==> src/rtl/reg_writeback_queue_if.sv <==
// Writeback request bus between the pipeline and the register file write queue.
//
// Signals:
//   ALU_VALID/ALU_ADDR/ALU_DATA  ALU result writeback request
//   MEM_VALID/MEM_ADDR/MEM_DATA  load result writeback request
//   READY                        queue can take two requests at the next edge
//
// Modports:
//   master  pipeline side, drives requests and observes READY
//   slave   queue side, receives requests and drives READY
interface reg_writeback_queue_if #(
    parameter int DATA_W = 32,
    parameter int ADDR_W = 5
);
    logic              ALU_VALID;
    logic [ADDR_W-1:0] ALU_ADDR;
    logic [DATA_W-1:0] ALU_DATA;
    logic              MEM_VALID;
    logic [ADDR_W-1:0] MEM_ADDR;
    logic [DATA_W-1:0] MEM_DATA;
    logic              READY;

    modport master (
        output ALU_VALID, ALU_ADDR, ALU_DATA,
        output MEM_VALID, MEM_ADDR, MEM_DATA,
        input  READY
    );

    modport slave (
        input  ALU_VALID, ALU_ADDR, ALU_DATA,
        input  MEM_VALID, MEM_ADDR, MEM_DATA,
        output READY
    );
endinterface

==> src/rtl/reg_writeback_queue.sv <==
// Register file write-side front end. Collects ALU and load writebacks into an
// in-order FIFO, drains one entry per cycle onto the register file write port,
// and offers two combinational forwarding lookups over pending writes.
//
// Ports:
//   CLK, RESET                  clock, synchronous active-high reset
//   req (slave)                 ALU/MEM writeback requests, READY back-pressure
//   WRITE, INADDRESS, IN        registered register file write port
//   FWD_ADDR1/2                 forwarding lookup addresses
//   FWD_HIT1/2, FWD_DATA1/2     lookup result; data is 0 on a miss
//   COUNT                       FIFO occupancy
//   OVERFLOW                    sticky: a request was dropped for lack of space
module reg_writeback_queue #(
    parameter int DEPTH  = 4,
    parameter int DATA_W = 32,
    parameter int ADDR_W = 5
) (
    input  logic                     CLK,
    input  logic                     RESET,
    reg_writeback_queue_if.slave     req,
    output logic                     WRITE,
    output logic [ADDR_W-1:0]        INADDRESS,
    output logic [DATA_W-1:0]        IN,
    input  logic [ADDR_W-1:0]        FWD_ADDR1,
    input  logic [ADDR_W-1:0]        FWD_ADDR2,
    output logic                     FWD_HIT1,
    output logic                     FWD_HIT2,
    output logic [DATA_W-1:0]        FWD_DATA1,
    output logic [DATA_W-1:0]        FWD_DATA2,
    output logic [$clog2(DEPTH):0]   COUNT,
    output logic                     OVERFLOW
);
    localparam int PW = $clog2(DEPTH);
    localparam int CW = PW + 1;

    logic [ADDR_W-1:0] addr_mem [DEPTH];
    logic [DATA_W-1:0] data_mem [DEPTH];
    logic [PW-1:0]     rd_ptr;
    logic [PW-1:0]     wr_ptr;
    logic [CW-1:0]     count_q;
    logic              ovf_q;

    logic              pop;
    logic              mem_req;
    logic              alu_req;
    logic              mem_push;
    logic              alu_push;
    logic              drop;
    logic [CW-1:0]     free_slots;
    logic [PW-1:0]     alu_slot;

    // Slot accounting: the head leaves at the same edge, so its slot is
    // already free for this edge's pushes. MEM is older and claims first.
    always_comb begin
        pop        = (count_q != '0);
        mem_req    = req.MEM_VALID && (req.MEM_ADDR != '0);
        alu_req    = req.ALU_VALID && (req.ALU_ADDR != '0);
        free_slots = CW'(DEPTH) - count_q + CW'(pop);
        mem_push   = mem_req && (free_slots != '0);
        alu_push   = alu_req && (free_slots > (mem_push ? CW'(1) : CW'(0)));
        drop       = (mem_req && !mem_push) || (alu_req && !alu_push);
        alu_slot   = wr_ptr + PW'(mem_push);
    end

    assign req.READY = (count_q <= CW'(DEPTH - 2));
    assign COUNT     = count_q;
    assign OVERFLOW  = ovf_q;

    // NOTE: sequential state uses non-blocking assignments so every register
    // samples pre-edge values, independent of block ordering.
    always_ff @(posedge CLK) begin
        if (RESET) begin
            rd_ptr  <= '0;
            wr_ptr  <= '0;
            count_q <= '0;
            ovf_q   <= 1'b0;
        end else begin
            if (pop) begin
                rd_ptr <= rd_ptr + PW'(1);
            end
            wr_ptr  <= wr_ptr + PW'(mem_push) + PW'(alu_push);
            count_q <= count_q + CW'(mem_push) + CW'(alu_push) - CW'(pop);
            if (drop) begin
                ovf_q <= 1'b1;
            end
        end
    end

    // NOTE: the storage array has no reset; entries are only ever read once
    // COUNT says they were written, so clearing them would buy nothing.
    always_ff @(posedge CLK) begin
        if (!RESET) begin
            if (mem_push) begin
                addr_mem[wr_ptr] <= req.MEM_ADDR;
                data_mem[wr_ptr] <= req.MEM_DATA;
            end
            if (alu_push) begin
                addr_mem[alu_slot] <= req.ALU_ADDR;
                data_mem[alu_slot] <= req.ALU_DATA;
            end
        end
    end

    // Register file write port: one single-cycle pulse per popped entry.
    // Address/data hold their last value while idle.
    always_ff @(posedge CLK) begin
        if (RESET) begin
            WRITE     <= 1'b0;
            INADDRESS <= '0;
            IN        <= '0;
        end else if (pop) begin
            WRITE     <= 1'b1;
            INADDRESS <= addr_mem[rd_ptr];
            IN        <= data_mem[rd_ptr];
        end else begin
            WRITE     <= 1'b0;
        end
    end

    // Forwarding: walk candidates oldest to youngest (output register, then
    // head..tail) so a later match overwrites an earlier one.
    // NOTE: every output of this block gets a default first so no path can
    // leave it unassigned and infer a latch.
    always_comb begin
        FWD_HIT1  = 1'b0;
        FWD_HIT2  = 1'b0;
        FWD_DATA1 = '0;
        FWD_DATA2 = '0;
        if (WRITE) begin
            if (INADDRESS == FWD_ADDR1) begin
                FWD_HIT1  = 1'b1;
                FWD_DATA1 = IN;
            end
            if (INADDRESS == FWD_ADDR2) begin
                FWD_HIT2  = 1'b1;
                FWD_DATA2 = IN;
            end
        end
        for (int i = 0; i < DEPTH; i++) begin
            if (CW'(i) < count_q) begin
                if (addr_mem[rd_ptr + PW'(i)] == FWD_ADDR1) begin
                    FWD_HIT1  = 1'b1;
                    FWD_DATA1 = data_mem[rd_ptr + PW'(i)];
                end
                if (addr_mem[rd_ptr + PW'(i)] == FWD_ADDR2) begin
                    FWD_HIT2  = 1'b1;
                    FWD_DATA2 = data_mem[rd_ptr + PW'(i)];
                end
            end
        end
        // x0 is never written, so it can never be pending.
        if (FWD_ADDR1 == '0) begin
            FWD_HIT1  = 1'b0;
            FWD_DATA1 = '0;
        end
        if (FWD_ADDR2 == '0) begin
            FWD_HIT2  = 1'b0;
            FWD_DATA2 = '0;
        end
    end
endmodule
==> src/flat_wrapper.sv <==
// flat-port wrapper written by rule: the top's interface ports become plain ports
module reg_writeback_queue_flat 
#(
    parameter int DEPTH  = 4,
    parameter int DATA_W = 32,
    parameter int ADDR_W = 5
)
  (CLK, RESET, WRITE, INADDRESS, IN, FWD_ADDR1, FWD_ADDR2, FWD_HIT1, FWD_HIT2, FWD_DATA1, FWD_DATA2, COUNT, OVERFLOW, req_ALU_VALID, req_ALU_ADDR, req_ALU_DATA, req_MEM_VALID, req_MEM_ADDR, req_MEM_DATA, req_READY);
  reg_writeback_queue_if #(.DATA_W(DATA_W), .ADDR_W(ADDR_W)) req_i ();
  input  logic CLK;
  input  logic RESET;
  output logic WRITE;
  output logic [ADDR_W-1:0] INADDRESS;
  output logic [DATA_W-1:0] IN;
  input  logic [ADDR_W-1:0] FWD_ADDR1;
  input  logic [ADDR_W-1:0] FWD_ADDR2;
  output logic FWD_HIT1;
  output logic FWD_HIT2;
  output logic [DATA_W-1:0] FWD_DATA1;
  output logic [DATA_W-1:0] FWD_DATA2;
  output logic [$clog2(DEPTH):0] COUNT;
  output logic OVERFLOW;
  input wire logic [$bits(req_i.ALU_VALID)-1:0] req_ALU_VALID;
  input wire logic [$bits(req_i.ALU_ADDR)-1:0] req_ALU_ADDR;
  input wire logic [$bits(req_i.ALU_DATA)-1:0] req_ALU_DATA;
  input wire logic [$bits(req_i.MEM_VALID)-1:0] req_MEM_VALID;
  input wire logic [$bits(req_i.MEM_ADDR)-1:0] req_MEM_ADDR;
  input wire logic [$bits(req_i.MEM_DATA)-1:0] req_MEM_DATA;
  output wire logic [$bits(req_i.READY)-1:0] req_READY;
  assign req_i.ALU_VALID = req_ALU_VALID;
  assign req_i.ALU_ADDR = req_ALU_ADDR;
  assign req_i.ALU_DATA = req_ALU_DATA;
  assign req_i.MEM_VALID = req_MEM_VALID;
  assign req_i.MEM_ADDR = req_MEM_ADDR;
  assign req_i.MEM_DATA = req_MEM_DATA;
  assign req_READY = req_i.READY;
  reg_writeback_queue #(.DEPTH(DEPTH), .DATA_W(DATA_W), .ADDR_W(ADDR_W)) u_core (.CLK(CLK), .RESET(RESET), .req(req_i), .WRITE(WRITE), .INADDRESS(INADDRESS), .IN(IN), .FWD_ADDR1(FWD_ADDR1), .FWD_ADDR2(FWD_ADDR2), .FWD_HIT1(FWD_HIT1), .FWD_HIT2(FWD_HIT2), .FWD_DATA1(FWD_DATA1), .FWD_DATA2(FWD_DATA2), .COUNT(COUNT), .OVERFLOW(OVERFLOW));
endmodule
==> config.mk <==
export PLATFORM = sky130hd
export DESIGN_NAME = reg_writeback_queue_flat
export DESIGN_NICKNAME = d
export VERILOG_FILES = /design/src/rtl/reg_writeback_queue_if.sv /design/src/rtl/reg_writeback_queue.sv /design/src/flat_wrapper.sv
export SDC_FILE = /design/constraint.sdc
export NUM_CORES = 1
export LEC_CHECK = 0
export CORE_MARGIN = 2
export CORE_UTILIZATION = 40
export CTS_CLUSTER_SIZE = 16
export DETAILED_ROUTE_END_ITERATION = 10
export GPL_TIMING_DRIVEN = 0
export PLACE_DENSITY = 0.59
export SYNTH_ARGS = -nofsm -noshare
export SYNTH_HDL_FRONTEND = slang
export SYNTH_SLANG_ARGS = --single-unit
export TNS_END_PERCENT = 5
==> constraint.sdc <==
create_clock -name CLK -period 6.1 [get_ports CLK]
set_clock_uncertainty 0.1 [all_clocks]
set_input_delay 1.22 -clock CLK [delete_from_list [all_inputs] [get_ports CLK]]
set_output_delay 1.22 -clock CLK [all_outputs]
set_load 0.01 [all_outputs]
==> Yosys cells after proc, flatten, opt, wreduce, memory -nomap -nowiden <==
Memory sizes are Yosys's and may differ from the RTL's. A register that Yosys moved wholly into a read port is not among the register bits.
Index checks and enable logic that the tools add are counted.
{ "op_classes": {"n_lt_le_gt_ge": 6, "n_mux": 56, "addsub": 10, "reduce_logical": 15, "eq_ne": 10} }
{ "op_table": {"columns": ["op", "count"], "rows": [
  ["2-to-1 mux 32 bit", 22],
  ["equality test 5 bit", 10],
  ["2-to-1 mux 1 bit", 30],
  ["zero test 5 bit", 2],
  ["nonzero test 5 bit", 2],
  ["adder 3 x 1 -> 3 bit", 3],
  ["2-to-1 mux 2 bit", 4],
  ["logical AND 1 bit", 6],
  ["< comparator 1 x 3 -> 1 bit (first input constant)", 2],
  ["< comparator 2 x 3 -> 1 bit (first input constant)", 2],
  ["nonzero test 3 bit", 2],
  ["adder 2 x 1 -> 2 bit", 2],
  ["adder 2 bit (second input constant)", 2],
  ["greater-than comparator 3 bit", 1],
  ["less-or-equal comparator 3 x 2 -> 1 bit (second input constant)", 1],
  ["subtractor 3 x 1 -> 3 bit", 1],
  ["subtractor 3 bit (first input constant)", 1],
  ["adder 2 x 1 -> 2 bit (second input constant)", 1],
  ["zero test 1 bit", 2],
  ["logical OR 1 bit", 1]
]} }
{ "totals": {"out_inout_bits": 109, "reg_bits": 46, "wordCells": 106, "ram_bits": 148, "inputBits": 88, "n_memories": 2} }
{ "memory_table": {"columns": ["name", "words", "word_bits", "read_ports", "rd_clocked_by_memory_dff", "wr", "line_no", "source"], "rows": [
  ["u_core.data_mem", 4, 32, 4, 1, 2, "reg_writeback_queue.sv:37", "logic [DATA_W-1:0] data_mem [DEPTH];"],
  ["u_core.addr_mem", 4, 5, 4, 1, 2, "reg_writeback_queue.sv:36", "logic [ADDR_W-1:0] addr_mem [DEPTH];"]
]} }

==> Depth between registers and ports, before layout <==
{ "logic_depth": {"depth_word": 12, "mapped_depth": 11, "mapped_depth_nobuf": 11} }

==> Worst setup path before layout <==
No wires, ideal clock.
{ "synth_timing": {"path_type": "input port to flip-flop", "from": "in RESET", "to": "mem u_core.addr_mem[0][0] (enable)", "setup_ns": 0.534, "path_stages": 3, "slack_ns": -0.027, "n_path_buf": 2, "t_required_ns": 5.466, "arrival_time_ns": 5.493, "path_cell_list": "clkbuf_1 clkbuf_1 o41ai_1"} }
{ "synth_lines": {"columns": ["item", "line_no", "source"], "rows": [
  ["start: declaration", "flat_wrapper.sv:11", "input logic RESET;"],
  ["end: declaration", "reg_writeback_queue.sv:36", null]
]} }

==> Final worst setup path <==
{ "layout_timing": {"from": "in FWD_ADDR2[2]", "to": "out FWD_DATA2[28]"} }
{ "layout_via": {"elab_chain_cells": 12, "word_cells_on_any_way": 17, "classes_between": "eq/ne: 5; mux: 11; reduce/logical: 1"} }
{ "layout_rtl": {"columns": ["item", "line_no", "source"], "rows": [
  ["start: declaration", "flat_wrapper.sv:16", "input logic [ADDR_W-1:0] FWD_ADDR2;"],
  ["equality test 5 bit", "reg_writeback_queue.sv:134", "if (INADDRESS == FWD_ADDR2) begin"],
  ["2-to-1 mux 32 bit", "reg_writeback_queue.sv:134", null],
  ["2-to-1 mux 32 bit", "reg_writeback_queue.sv:129", "if (WRITE) begin"],
  ["2-to-1 mux 32 bit", "reg_writeback_queue.sv:145", "if (addr_mem[rd_ptr + PW'(i)] == FWD_ADDR2) begin"],
  ["2-to-1 mux 32 bit", "reg_writeback_queue.sv:140", "if (CW'(i) < count_q) begin"],
  ["2-to-1 mux 32 bit", "reg_writeback_queue.sv:145", null],
  ["2-to-1 mux 32 bit", "reg_writeback_queue.sv:140", null],
  ["2-to-1 mux 32 bit", "reg_writeback_queue.sv:145", null],
  ["2-to-1 mux 32 bit", "reg_writeback_queue.sv:140", null],
  ["2-to-1 mux 32 bit", "reg_writeback_queue.sv:145", null],
  ["2-to-1 mux 32 bit", "reg_writeback_queue.sv:140", null],
  ["2-to-1 mux 32 bit *", "reg_writeback_queue.sv:156", "if (FWD_ADDR2 == '0) begin"],
  ["end: declaration", "flat_wrapper.sv:20", "output logic [DATA_W-1:0] FWD_DATA2;"]
]} }
Every way passes the cells marked *; elsewhere a longest branch is shown, timed or not.

==> impl_metrics.toml <==
[sta]
tightest_slew_ps = 1060
worst_slack_ps = 136
finalCritPeriodShare_pct = 97.8
drv_slew = 0
hold_violations = 0
setup_viol = 0
slew_headroom_pct = 29.3
rsz0062_at_grt = "true"
fin_hold_ws_ps = 390
fin_tns_setup_ps = 0
fmax_mhz = 168
period_needed_ps = 5960

[critical_path]
cpPeakStageDelay_ps = 630
cp_cell_sequence = "clkbuf_1 > xor2_1 > nor4_1 > nand3_1 > a21oi_1 > clkbuf_1 > a221oi_1 > o31ai_1 > clkdlybuf4s50_1"
end_kind = "output port"
cp-start-kind = "input pin"
worst-path-buf-inv = 3
crit_fanout = 10
crit_family = "buffers and inverters"
crit_type = "in -> out"
crit_arrival_ps = 4640
required_ps = 4780
cpMostUsedCell = "clkbuf_1"
slowest_stage = "clkdlybuf4s50_1"

[place]
place_area_sq_um = 17500
routabilityCongestion = 0.885
portBuffers = 185
dp_cells = 1850
dp_slack_ps = 287
dp_hpwl_mm = 37.8

[cts]
numCtsBuffers = 17
htreeDepth = 4
cts-root-buf = "clkbuf_16"
post_cts_buffers = 0
cts_buffer_depth = 2
post_cts_resized = 0
path_clk_slew_ps = 70
cts.sinks = 196
tritoncts = "done"
cts_hold_buf = 0
insertion_delay_ps = 460

[worst_hold_path]
hold_class = "reg -> reg"

[detailed_routing]
wl_per_cell_microns = 27.8
drtIter0Drc = 1430
first_pass_iters = 5
viasPerCell = 6.54
remaining_drc_errors = 0
postRouteAntennaNets = 0
drt_wl_total_mm = 52.4
via_count = 12306

[power_and_ir_drop]
p_clk_share_pct = 15.1
p_int_mw = 4.58
power_frac_seq_pct = 28.2
peakVddDrop_mv = 0.286
pwr-share-comb_pct = 56.7
power.total_mw = 7.81
switching_share_pct = 41.3
p_per_area_nw_per_um2 = 432
p_leak_nw = 5.78
net-switching-power_mw = 3.23

[global_route]
track_usage_pct = 27.2
grt_pass1_wl_mm = 77.6
antenna_found_initial = 1
grt_max_degree = 26
grt_pass1_vias = 12203
grt-ovfl-total = 0

[die]
core_area_sq_um = 36500
fp.dieW_microns = 197
floorplan.die_area_sq_um = 38600
start_util_pct = 40.6
ios = 197
die_h_microns = 197
core.rowCount = 70

[logic_synthesis]
syn_inst = 1189
ys_ff_latch = 196
yosys_warnings = 0
synth_largest_area_cell = "edfxtp_1"
synth_common_cells = "edfxtp_1, mux4_2, mux2_2"
synth_ff_type = "edfxtp_1"
ys_top_cells_by_area = "edfxtp_1, mux4_2, mux2_2"
synth_area_sq_um = 14800
yosysSeqAreaShare_pct = 36.5
yosys.cell_types.count = 44
syn-num-nets = 1284
yosysTopAreaCellShare_pct = 30.0
synth_edf_count = 148
async_flop_share_pct = 0
syn_area_per_cell_sq_um = 12.5

[finish]
final_core_util_pct = 49.5
seq_area_sq_um = 5410
final_cell_area_sq_um = 18100
final_cells = 1883
area_growth_pct = 22.0
fin_nets = 1496
fill_cells = 3185
multi_input_area_sq_um = 8840
drive_gt1_share_pct = 30.3

[job]
drv_cap = 0

[status]
status = "complete, no violations"
==> registers in the layout, indices dropped and copies added (netlist names), named ones only <==
register,flops
u_core.INADDRESS,5
u_core.IN,32
u_core.COUNT,3
u_core.rd_ptr,2
u_core.wr_ptr,2
u_core.addr_mem,20
u_core.WRITE,1
u_core.OVERFLOW,1
u_core.data_mem,128
==> tightest hold or removal path, cell delays in order (launching register included) <==
cell     delay [ps]
dfxtp_1         340
nand2_1          60
a21oi_1          50
==> area by class of cell <==
cell class                      count  area share [%]
Multi-Input combinational cell    854            48.9
Timing Repair Buffer              193            11.2
Antenna cell                        1          0.0138
Clock inverter                     13           0.830
Clock buffer                       19            2.45
Inverter                           11           0.228
Sequential cell                   196            29.9
Tap cell                          468            3.24
Buffer                            128            3.25
==> layer usage <==
metal	GRT usage, %	wire length, microns	share of wire [%]	vias to the layer above
met3	5.07	4520	8.6	97
met5	0	0	0	-
li1	-	-	-	5271
met2	44.5	25200	48	743
met4	10.2	1700	3.2	0
met1	36.0	20900	40	6195
==> power groups by stage <==
stage | sequential, mW | clock, mW | combinational, mW
detailed placement | 2.22 | 0 | 4.38
finish | 2.20 | 1.18 | 4.42
global placement | 2.24 | 0 | 4.24
global route | 2.24 | 1.23 | 4.71
floorplan | 2.15 | 0 | 2.81
CTS | 2.19 | 1.19 | 4.40
==> kinds of logic (layout without fill, tap and decap cells) <==
| kind of cell | count (synthesis) | after routing | synth area share (%) |
|---|---|---|---|
| fa+ha+maj | 8 | 8 | 0.760 |
| compound gates | 247 | 247 | 12.8 |
| simple gates | 241 | 241 | 7.33 |
| buf+inv | 139 | 364 | 4.22 |
| other cells | 0 | 1 | 0 |
| mux | 300 | 300 | 35.0 |
| xor+xnor | 58 | 58 | 3.43 |
| flops | 196 | 196 | 36.5 |
==> path summary, 6_finish.rpt <==
check | depth (start not counted) | endpoint | from | slack [ps]
worst max-delay path | 9 | FWD_DATA2[28] | FWD_ADDR2[2] | 140
worst min-delay path | 2 | u_core.IN[30] | u_core.IN[30] | 390
worst max register to register | 11 | u_core.data_mem[3][16] | u_core.COUNT[0] | 1470
worst min register to register | 2 | u_core.IN[30] | u_core.IN[30] | 390
==> cells in the final DEF, fill, tap and decap left out, types with 6 or more instances in the layout <==
cell | Yosys | routed
a21oi_1 | 42 | 42
mux2_4 | 38 | 38
xnor2_1 | 31 | 31
clkbuf_1 | 69 | 69
or2_2 | 37 | 37
a32oi_1 | 64 | 64
buf_1 | 14 | 13
mux4_2 | 148 | 148
o31ai_1 | 64 | 64
buf_6 | 6 | 7
dfxtp_1 | 48 | 48
clkdlybuf4s50_1 | 0 | 185
inv_1 | 10 | 10
nand2_1 | 84 | 83
clkbuf_16 | 0 | 17
mux2_2 | 110 | 110
buf_2 | 35 | 35
edfxtp_1 | 148 | 148
a221oi_1 | 64 | 64
nand3_1 | 6 | 6
nor2_1 | 86 | 86
xor2_1 | 27 | 27
(Power assumes the default switching activity.)
